--- src/rtl/arcade_input_ctrl_if.sv ---
// Signal bundle between hps_io and the arcade input stage: keyboard event
// word and joystick word in, the registered active-low button byte out.
interface arcade_input_ctrl_if;
    logic [10:0] ps2_key;
    logic [15:0] joy;
    logic [7:0]  btn_n;

    modport master (output ps2_key, output joy, input btn_n);
    modport slave  (input ps2_key, input joy, output btn_n);
endinterface

--- src/rtl/arcade_input_ctrl.sv ---
// Keyboard/joystick to active-low button byte for the vector arcade core.
// Define INPUT_COIN_STRETCH_EN to build the debounced coin pulse stretcher.
module arcade_input_ctrl #(
    parameter int COIN_PULSE = 2500000,
    parameter int COIN_GAP   = 250000
) (
    input  logic                 clk_sys,
    input  logic                 reset,
    arcade_input_ctrl_if.slave   io
);
    localparam int CMAX = (COIN_PULSE > COIN_GAP) ? COIN_PULSE : COIN_GAP;
    localparam int CW   = (CMAX > 1) ? $clog2(CMAX) : 1;

    logic        tog_q, primed;
    logic [15:0] flag, hit;
    logic [15:0] joy_q;
    logic [7:0]  fn;
    logic        coin_src, coin_out, event_now;
    logic [7:0]  code_lo;

    assign code_lo   = io.ps2_key[7:0];
    assign event_now = primed && (io.ps2_key[10] != tog_q);

    // One flag per physical key; extended-insensitive codes compare bits [7:0] only.
    always_comb begin
        hit     = '0;
        hit[0]  = code_lo == 8'h74;
        hit[1]  = io.ps2_key[8:0] == 9'h023;
        hit[2]  = code_lo == 8'h6B;
        hit[3]  = io.ps2_key[8:0] == 9'h01C;
        hit[4]  = io.ps2_key[8:0] == 9'h005;
        hit[5]  = io.ps2_key[8:0] == 9'h016;
        hit[6]  = io.ps2_key[8:0] == 9'h006;
        hit[7]  = io.ps2_key[8:0] == 9'h03A;
        hit[8]  = io.ps2_key[8:0] == 9'h014;
        hit[9]  = io.ps2_key[8:0] == 9'h004;
        hit[10] = io.ps2_key[8:0] == 9'h02E;
        hit[11] = io.ps2_key[8:0] == 9'h036;
        hit[12] = io.ps2_key[8:0] == 9'h04B;
        hit[13] = io.ps2_key[8:0] == 9'h011;
        hit[14] = io.ps2_key[8:0] == 9'h042;
        hit[15] = io.ps2_key[8:0] == 9'h029;
    end

    always_ff @(posedge clk_sys or posedge reset) begin
        if (reset) begin
            tog_q  <= 1'b0;
            primed <= 1'b0;
            flag   <= '0;
            joy_q  <= '0;
        end else begin
            primed <= 1'b1;
            tog_q  <= io.ps2_key[10];
            joy_q  <= io.joy;
            if (event_now)
                flag <= (flag & ~hit) | (hit & {16{io.ps2_key[9]}});
        end
    end

    // fn bit positions match btn_n: {right,left,start1,start2,fire,coin,thrust,shield}
    always_comb begin
        fn       = '0;
        fn[7]    = flag[0]  | flag[1]  | joy_q[0];
        fn[6]    = flag[2]  | flag[3]  | joy_q[1];
        fn[5]    = flag[4]  | flag[5]  | joy_q[7];
        fn[4]    = flag[6];
        fn[3]    = flag[7]  | flag[8]  | joy_q[4];
        fn[1]    = flag[12] | flag[13] | joy_q[5];
        fn[0]    = flag[14] | flag[15] | joy_q[6];
        coin_src = flag[9]  | flag[10] | flag[11] | joy_q[8];
    end

    wire joy_unused = &{1'b0, joy_q[15:9], joy_q[3:2]};

`ifdef INPUT_COIN_STRETCH_EN
    typedef enum logic [1:0] {IDLE, PULSE, HOLD} coin_state_t;
    localparam logic [CW-1:0] PULSE_LD = CW'(COIN_PULSE - 1);
    localparam logic [CW-1:0] GAP_LD   = CW'(COIN_GAP - 1);

    coin_state_t state, state_nx;
    logic [CW-1:0] cnt, cnt_nx;
    logic coin_prev;

    always_ff @(posedge clk_sys or posedge reset) begin
        if (reset) begin
            state     <= IDLE;
            cnt       <= '0;
            coin_prev <= 1'b0;
        end else begin
            state     <= state_nx;
            cnt       <= cnt_nx;
            coin_prev <= coin_src;
        end
    end

    // HOLD re-arms only after COIN_GAP consecutive released cycles.
    always_comb begin
        state_nx = state;
        cnt_nx   = cnt;
        case (state)
            IDLE: if (coin_src && !coin_prev) begin
                state_nx = PULSE;
                cnt_nx   = PULSE_LD;
            end
            PULSE: if (cnt == '0) begin
                state_nx = HOLD;
                cnt_nx   = GAP_LD;
            end else begin
                cnt_nx = cnt - 1'b1;
            end
            HOLD: if (coin_src) begin
                cnt_nx = GAP_LD;
            end else if (cnt == '0) begin
                state_nx = IDLE;
            end else begin
                cnt_nx = cnt - 1'b1;
            end
            default: state_nx = IDLE;
        endcase
    end

    assign coin_out = (state == PULSE);
`else
    wire cfg_unused = (CW > 0) && (COIN_PULSE > 0) && (COIN_GAP > 0);
    assign coin_out = coin_src;
`endif

    always_ff @(posedge clk_sys or posedge reset) begin
        if (reset) io.btn_n <= 8'hFF;
        else       io.btn_n <= ~{fn[7:3], coin_out, fn[1:0]};
    end
endmodule

--- src/flat_wrapper.sv ---
// flat-port wrapper written by rule: the top's interface ports become plain ports
module arcade_input_ctrl_flat 
#(
    parameter int COIN_PULSE = 2500000,
    parameter int COIN_GAP   = 250000
)
  (clk_sys, reset, io_ps2_key, io_joy, io_btn_n);
  arcade_input_ctrl_if io_i ();
  input  logic clk_sys;
  input  logic reset;
  input wire logic [$bits(io_i.ps2_key)-1:0] io_ps2_key;
  input wire logic [$bits(io_i.joy)-1:0] io_joy;
  output wire logic [$bits(io_i.btn_n)-1:0] io_btn_n;
  assign io_i.ps2_key = io_ps2_key;
  assign io_i.joy = io_joy;
  assign io_btn_n = io_i.btn_n;
  arcade_input_ctrl #(.COIN_PULSE(COIN_PULSE), .COIN_GAP(COIN_GAP)) u_core (.clk_sys(clk_sys), .reset(reset), .io(io_i));
endmodule
--- config.mk ---
export PLATFORM = sky130hd
export DESIGN_NAME = arcade_input_ctrl_flat
export DESIGN_NICKNAME = d
export VERILOG_FILES = /design/src/rtl/arcade_input_ctrl_if.sv /design/src/rtl/arcade_input_ctrl.sv /design/src/flat_wrapper.sv
export SDC_FILE = /design/constraint.sdc
export NUM_CORES = 1
export LEC_CHECK = 0
export ABC_AREA = 1
export CAP_MARGIN = 20
export CORE_UTILIZATION = 40
export DETAILED_ROUTE_END_ITERATION = 6
export HOLD_SLACK_MARGIN = 0.08
export MAX_ROUTING_LAYER = met4
export PLACE_DENSITY = 0.79
export REMOVE_ABC_BUFFERS = 1
export SLEW_MARGIN = 20
export SYNTH_ARGS = -nofsm -noshare
export SYNTH_HDL_FRONTEND = slang
export SYNTH_SLANG_ARGS = --single-unit
--- constraint.sdc ---
create_clock -name clk_sys -period 1.2 [get_ports clk_sys]
set_clock_uncertainty 0.05 [all_clocks]
set_input_delay 0.24 -clock clk_sys [delete_from_list [all_inputs] [get_ports clk_sys]]
set_output_delay 0.24 -clock clk_sys [all_outputs]
set_load 0.01 [all_outputs]
==> flow_metrics.env, run 1 <==
export IMPL_drv_cap=0
export IMPL_synthToLayoutAreaGrowth_pct=34.4
export IMPL_ys_seq_elements=33
export IMPL_critPathBufInv=1
export IMPL_vias=1267
export IMPL_drc=0
export IMPL_clockBufferDepth=2
export IMPL_grt_max_degree=34
export IMPL_drtAntennaViolNets=0
export IMPL_synth_enable_flop_cells=0
export IMPL_wl_microns=2910
export IMPL_die_h_microns=63.8
export IMPL_cts_made_buffers=5
export IMPL_synth_top_flop_cell="dfrtp_1"
export IMPL_htreeDepth=2
export IMPL_first_pass_iters=4
export IMPL_fmax_mhz=838
export IMPL_rows=22
export IMPL_rsz0062_at_grt="true"
export IMPL_grt_usage_pct=17.2
export IMPL_ys_types=20
export IMPL_finalCriticalPeriod_ps=1190
export IMPL_clk_pin_slew_worst_paths_ps=60
export IMPL_first_iter_violations=33
export IMPL_cts_hold_buf=0
export IMPL_clkSinkCount=33
export IMPL_grt_pass1_wl_microns=5240
export IMPL_crit_chain="nand2_2 > nand2_4 > nor2_4 > buf_12 > nand3_1 > nand2_1 > o21ai_1"
export IMPL_syn_avg_cell_area_sq_um=8.54
export IMPL_nets=247
export IMPL_syn_cell_area_sq_um=1530
export IMPL_cts_root_buf="clkbuf_8"
export IMPL_status="finished clean"
export IMPL_top_level_ports=37
export IMPL_holdWs_ps=238
export IMPL_yosysWarnings=0
export IMPL_yosys_top_cells_count="51 x nand2_1, 25 x dfrtp_1, 19 x nor2_1, 17 x nand3_1, 13 x nand4_1"
export IMPL_die_area_sq_um=4070
export IMPL_start_util_pct=41.8
export IMPL_final_core_utilization_pct=56.1
export IMPL_synth_area_leaders="dfrtp_1 41%, dfstp_2 14%, nand2_1 13%, nand3_1 5.6%, nand4_1 5.3%"
export IMPL_viasPerCell=4.75
export IMPL_clock_latency_ps=280
export IMPL_leakagePower_uw=0.000946
export IMPL_crit_path_end_kind="flop"
export IMPL_fill_cells=326
export IMPL_die_w_microns=63.8
export IMPL_cp_required_ps=1320
export IMPL_ys_seq_area_share_pct=54.7
export IMPL_crit_path_max_incr_delay_ps=400
export IMPL_port_buffers=27
export IMPL_power_density_nw_per_um2=1090
export IMPL_critical_path_top_delay_family="flip-flops"
export IMPL_slowest_stage="dfrtp_1"
export IMPL_synth_area_leader_cell="dfrtp_1"
export IMPL_hold_viol_final=0
export IMPL_wl_per_cell_microns=10.9
export IMPL_syn_instance_count=179
export IMPL_grtUsageMet2_pct=27.4
export IMPL_drv_slew=0
export IMPL_antenna_found_initial=0
export IMPL_async_flop_share_pct=100
export IMPL_total_power_uw=2240
export IMPL_synth_top_area_share_pct=40.9
export IMPL_dp_hpwl_microns=2100
export IMPL_grt_ovfl_total=0
export IMPL_setup_viol=0
export IMPL_core_area_sq_um=3660
export IMPL_path_class="flop to flop"
export IMPL_critPathLaunchType="flop"
export IMPL_final_layout_size_suffix_gt1_share_pct=28.3
export IMPL_peakVddDrop_mv=0.762
export IMPL_diodes=0
export IMPL_min_period_over_period_pct=99.5
export IMPL_synth_most_common_cell="nand2_1"
export IMPL_routabilityCongestion=0.946
export IMPL_use_met1_pct=21.4
export IMPL_top_usage_layer="met2"
export IMPL_gr_usage_met3_pct=4.46
export IMPL_crit_path_max_fanout=28
export IMPL_hold_path_class="input pin to flop"
export IMPL_grt_pass1_vias=1211
export IMPL_cts_tree="done"
export IMPL_arrival_ps=1310
through the flow:
stage | setup TNS (ps) | setup WS (ps) | cell area [sq um] | std cells
2_1_floorplan | -677 | -88.8 | 1490 | 174
3_3_place_gp | -6520 | -402 | 1930 | 259
3_5_place_dp | -6650 | -437 | 1930 | 259
4_1_cts | 0 | 0.363 | 2030 | 267
5_1_grt | -856 | -77.6 | 2050 | 267
6_report | 0 | 6.37 | 2050 | 267
final timing paths:
kind | endpoint | slack [ps] | startpoint | cells past startpoint
setup reg to reg | flop | 6 | u_core.tog_q | 7
setup / recovery | flop | 6 | u_core.tog_q | 7
hold / removal | u_core.tog_q | 240 | io_ps2_key[10] | 1
hold reg to reg | u_core.io.btn_n[7] | 310 | u_core.joy_q[0] | 1
min in group asynchronous | asynchronous set/reset pin | 250 | reset | 3
max in group asynchronous | u_core.io.btn_n[5] | 610 | reset | 3
placed cells by master, fill, tap and decap left out, types with 6 or more instances in the layout:
master	n
dfstp_2	8
buf_6	8
nand3_1	15
nor2_2	10
clkdlybuf4s50_1	10
nand2_1	48
inv_1	8
dfrtp_1	25
buf_4	7
nor2_1	16
nand4_1	13
nor3_1	7
inv_2	6
dlygate4sd2_1	9
power breakdown:
part / switching, uW / internal [uW]
registers: 17.6 / 1160
logic: 161 / 138
clock network: 366 / 401
total: 544 / 1700
cell type report:
cell class	count	area [sq um]	share of cell area (%)
Clock buffer	6	72.6	3.53
Clock inverter	2	10.0	0.487
Inverter	15	56.3	2.74
Multi-Input combinational cell	126	638	31.1
Sequential cell	33	836	40.7
Tap cell	48	60.1	2.92
Timing Repair Buffer	37	382	18.6
per-layer routing:
metal,part of all wire [%],vias up
met3,5.4,5
li1,-,649
met4,1.2,0
met2,46,35
met5,0,-
met1,47,578
cells by family (layout without fill, tap and decap cells):
family	count (synthesis)	after routing	synth area share [%]
other cells	1	1	0.245
buf+inv	20	60	6.30
simple gates	123	123	38.1
flops	33	33	54.7
compound gates	2	2	0.655
worst reg2reg max path, delay by kind of cell (launching register included):
kind / cells / cell delay (ps)
flip-flops: 1 / 400
AND/OR/NAND/NOR: 5 / 400
buffers and inverters: 1 / 170
AO/OA/AOI/OAI: 1 / 50
timing repair:
action | in CTS | in global routing
gates cloned | 0 | 0
pin swaps | 1 | 2
endpoints found under the setup margin | 24 | 24
setup buffers | 0 | 0
gates resized for setup | 54 | 6
Power figures use the tool's default switching activity.
==> run 2, diff against run 1 <==
--- a/config.mk
+++ b/config.mk
@@ -9,7 +9,6 @@
 export CAP_MARGIN = 20
 export CORE_UTILIZATION = 40
 export DETAILED_ROUTE_END_ITERATION = 6
-export HOLD_SLACK_MARGIN = 0.08
 export MAX_ROUTING_LAYER = met4
 export PLACE_DENSITY = 0.79
 export REMOVE_ABC_BUFFERS = 1
==> results of run 2 <==
Same layout as run 1: the final DEF is identical, and so are final timing and power.
==> run 3, diff against run 2 <==
--- a/config.mk
+++ b/config.mk
@@ -8,9 +8,11 @@
 export ABC_AREA = 1
 export CAP_MARGIN = 20
 export CORE_UTILIZATION = 40
+export CTS_CLUSTER_SIZE = 25
 export DETAILED_ROUTE_END_ITERATION = 6
+export DONT_BUFFER_PORTS = 1
 export MAX_ROUTING_LAYER = met4
-export PLACE_DENSITY = 0.79
+export PLACE_DENSITY = 0.66
 export REMOVE_ABC_BUFFERS = 1
 export SLEW_MARGIN = 20
 export SYNTH_ARGS = -nofsm -noshare
==> run 3 against run 2 <==
  * The run now ends with negative setup slack left
  * Die area did not move
  * Total power rose by 3.5%
  * Critical path depth did not move
  * Via count fell by 2.7%
  * Clock power rose by 17%
  * Worst hold slack got worse by 180 ps
  * Largest power group unchanged
==> flow_metrics.env, run 3 (same netlist as run 1, synthesis figures left out) <==
export IMPL_grt_ovfl_total=0
export IMPL_drv_slew=0
export IMPL_routabilityCongestion=0.889
export IMPL_dp_hpwl_microns=2050
export IMPL_wl_microns=2980
export IMPL_rsz0062_at_grt="true"
export IMPL_synthToLayoutAreaGrowth_pct=27.3
export IMPL_clk_pin_slew_worst_paths_ps=60
export IMPL_die_area_sq_um=4070
export IMPL_final_layout_size_suffix_gt1_share_pct=28.1
export IMPL_layout_commonest_cell="nand2_1"
export IMPL_rows=22
export IMPL_htreeDepth=2
export IMPL_clock_latency_ps=280
export IMPL_fin_ws_ps=-100
export IMPL_grt_usage_pct=16.9
export IMPL_finalCriticalPeriod_ps=1300
export IMPL_drv_cap=0
export IMPL_final_area_sq_um=1950
export IMPL_first_iter_violations=52
export IMPL_arrival_ps=1420
export IMPL_dpl_instance_area_sq_um=1630
export IMPL_grt_pass1_wl_microns=5020
export IMPL_start_util_pct=41.8
export IMPL_peakVddDrop_mv=0.553
export IMPL_crit_path_max_incr_delay_ps=400
export IMPL_clockBufferDepth=2
export IMPL_cts_tree="done"
export IMPL_path_common_cell="nor2_4"
export IMPL_total_power_uw=2320
export IMPL_hold_path_class="input pin to flop"
export IMPL_vias=1233
export IMPL_core_area_sq_um=3660
export IMPL_critPathLaunchType="flop"
export IMPL_path_class="flop to flop"
export IMPL_crit_path_max_fanout=6
export IMPL_min_period_over_period_pct=108
export IMPL_holdWs_ps=53.9
export IMPL_top_level_ports=37
export IMPL_fill_cells=338
export IMPL_fmax_mhz=769
export IMPL_port_buffers=0
export IMPL_final_cell_mix="49 x nand2_1, 25 x dfrtp_1, 19 x nor2_1, 13 x nand4_1, 11 x nand3_1"
export IMPL_drc=0
export IMPL_crit_path_end_kind="flop"
export IMPL_nets=231
export IMPL_hold_viol_final=0
export IMPL_die_w_microns=63.8
export IMPL_finalSetupTns_ps=-1290
export IMPL_grt_max_degree=34
export IMPL_cts_made_buffers=5
export IMPL_dp_slack_ps=-13.0
export IMPL_wl_per_cell_microns=11.9
export IMPL_violations="negative setup slack"
export IMPL_cts_root_buf="clkbuf_8"
export IMPL_antenna_found_initial=0
export IMPL_diodes=0
export IMPL_cp_required_ps=1320
export IMPL_status="finished, violations left"
export IMPL_viasPerCell=4.91
export IMPL_regToRegSetupSlack_ps=-100
export IMPL_slowest_stage="dfrtp_1"
export IMPL_setup_viol=15
export IMPL_first_pass_iters=4
export IMPL_clkSinkCount=33
export IMPL_crit_chain="buf_4 > nor2_4 > nor2_4 > buf_12 > clkbuf_16 > nand4_1 > nand2_1"
export IMPL_grt_pass1_vias=1187
export IMPL_power_density_nw_per_um2=1190
export IMPL_drtAntennaViolNets=0
export IMPL_die_h_microns=63.8
export IMPL_leakagePower_uw=0.000876
run 3: cell count changes in the layout (fill, tap and decap cells not counted), sizes merged:
cell           delta
dlygate4sd2       -9
clkinv            -1
dlygate4sd3       +9
clkdlybuf4s50    -10
buf               -8
clkbuf            +3
run 3: power breakdown:
part,switching (uW),total [uW],internal (uW)
sequential,21.6,1180,1160
clock,380,898,518
combinational,124,240,117
run 3: worst max-delay path, delay by kind of cell (launching register included):
family                 cells  cell delay, ps
buffers and inverters      3             430
DFF                        1             400
and+or+nand+nor            4             310
run 3: final timing paths:
kind,startpoint,to,depth (start not counted)
worst min-delay path,io_ps2_key[9],flop,2
worst min register to register,u_core.joy_q[5],u_core.io.btn_n[1],1
worst max-delay path,u_core.tog_q,flop,7
max in group asynchronous,reset,u_core.io.btn_n[2],3
worst max register to register,u_core.tog_q,flop,7
min in group asynchronous,reset,u_core.joy_q[1],3
run 3: layout make-up:
cell class	instances	area, sq um	area share [%]
sequential	33	836	42.9
multi-input combinational	126	637	32.7
timing repair buffer	21	256	13.2
clock buffer	7	96.3	4.95
tap	48	60.1	3.08
inverter	15	56.3	2.89
clock inverter	1	5.00	0.257
run 3: timing repair:
action                                  in CTS  in global routing
setup buffers                                0                  3
pin swaps                                    0                  8
hold buffers                                 9                  0
gates resized for setup                      0                 10
gates cloned                                 0                  2
endpoints found under the hold margin       33                  0
endpoints found under the setup margin      13                 16
run 3: routing by layer:
| metal | vias up | wire length (microns) | global-route usage, % |
|---|---|---|---|
| met4 | 0 | 91 | 7.39 |
| met3 | 12 | 172 | 6.79 |
| met2 | 27 | 1400 | 26.2 |
| li1 | 624 | - | - |
| met1 | 570 | 1320 | 19.2 |
| met5 | - | 0 | - |
run 3: per-stage QoR:
step | util (%) | instances
CTS | 49.7 | 246
floorplan | - | 174
detailed placement | 44.4 | 229
global placement | 44.4 | 229
finish | 53.2 | 251
global route | 53.2 | 251
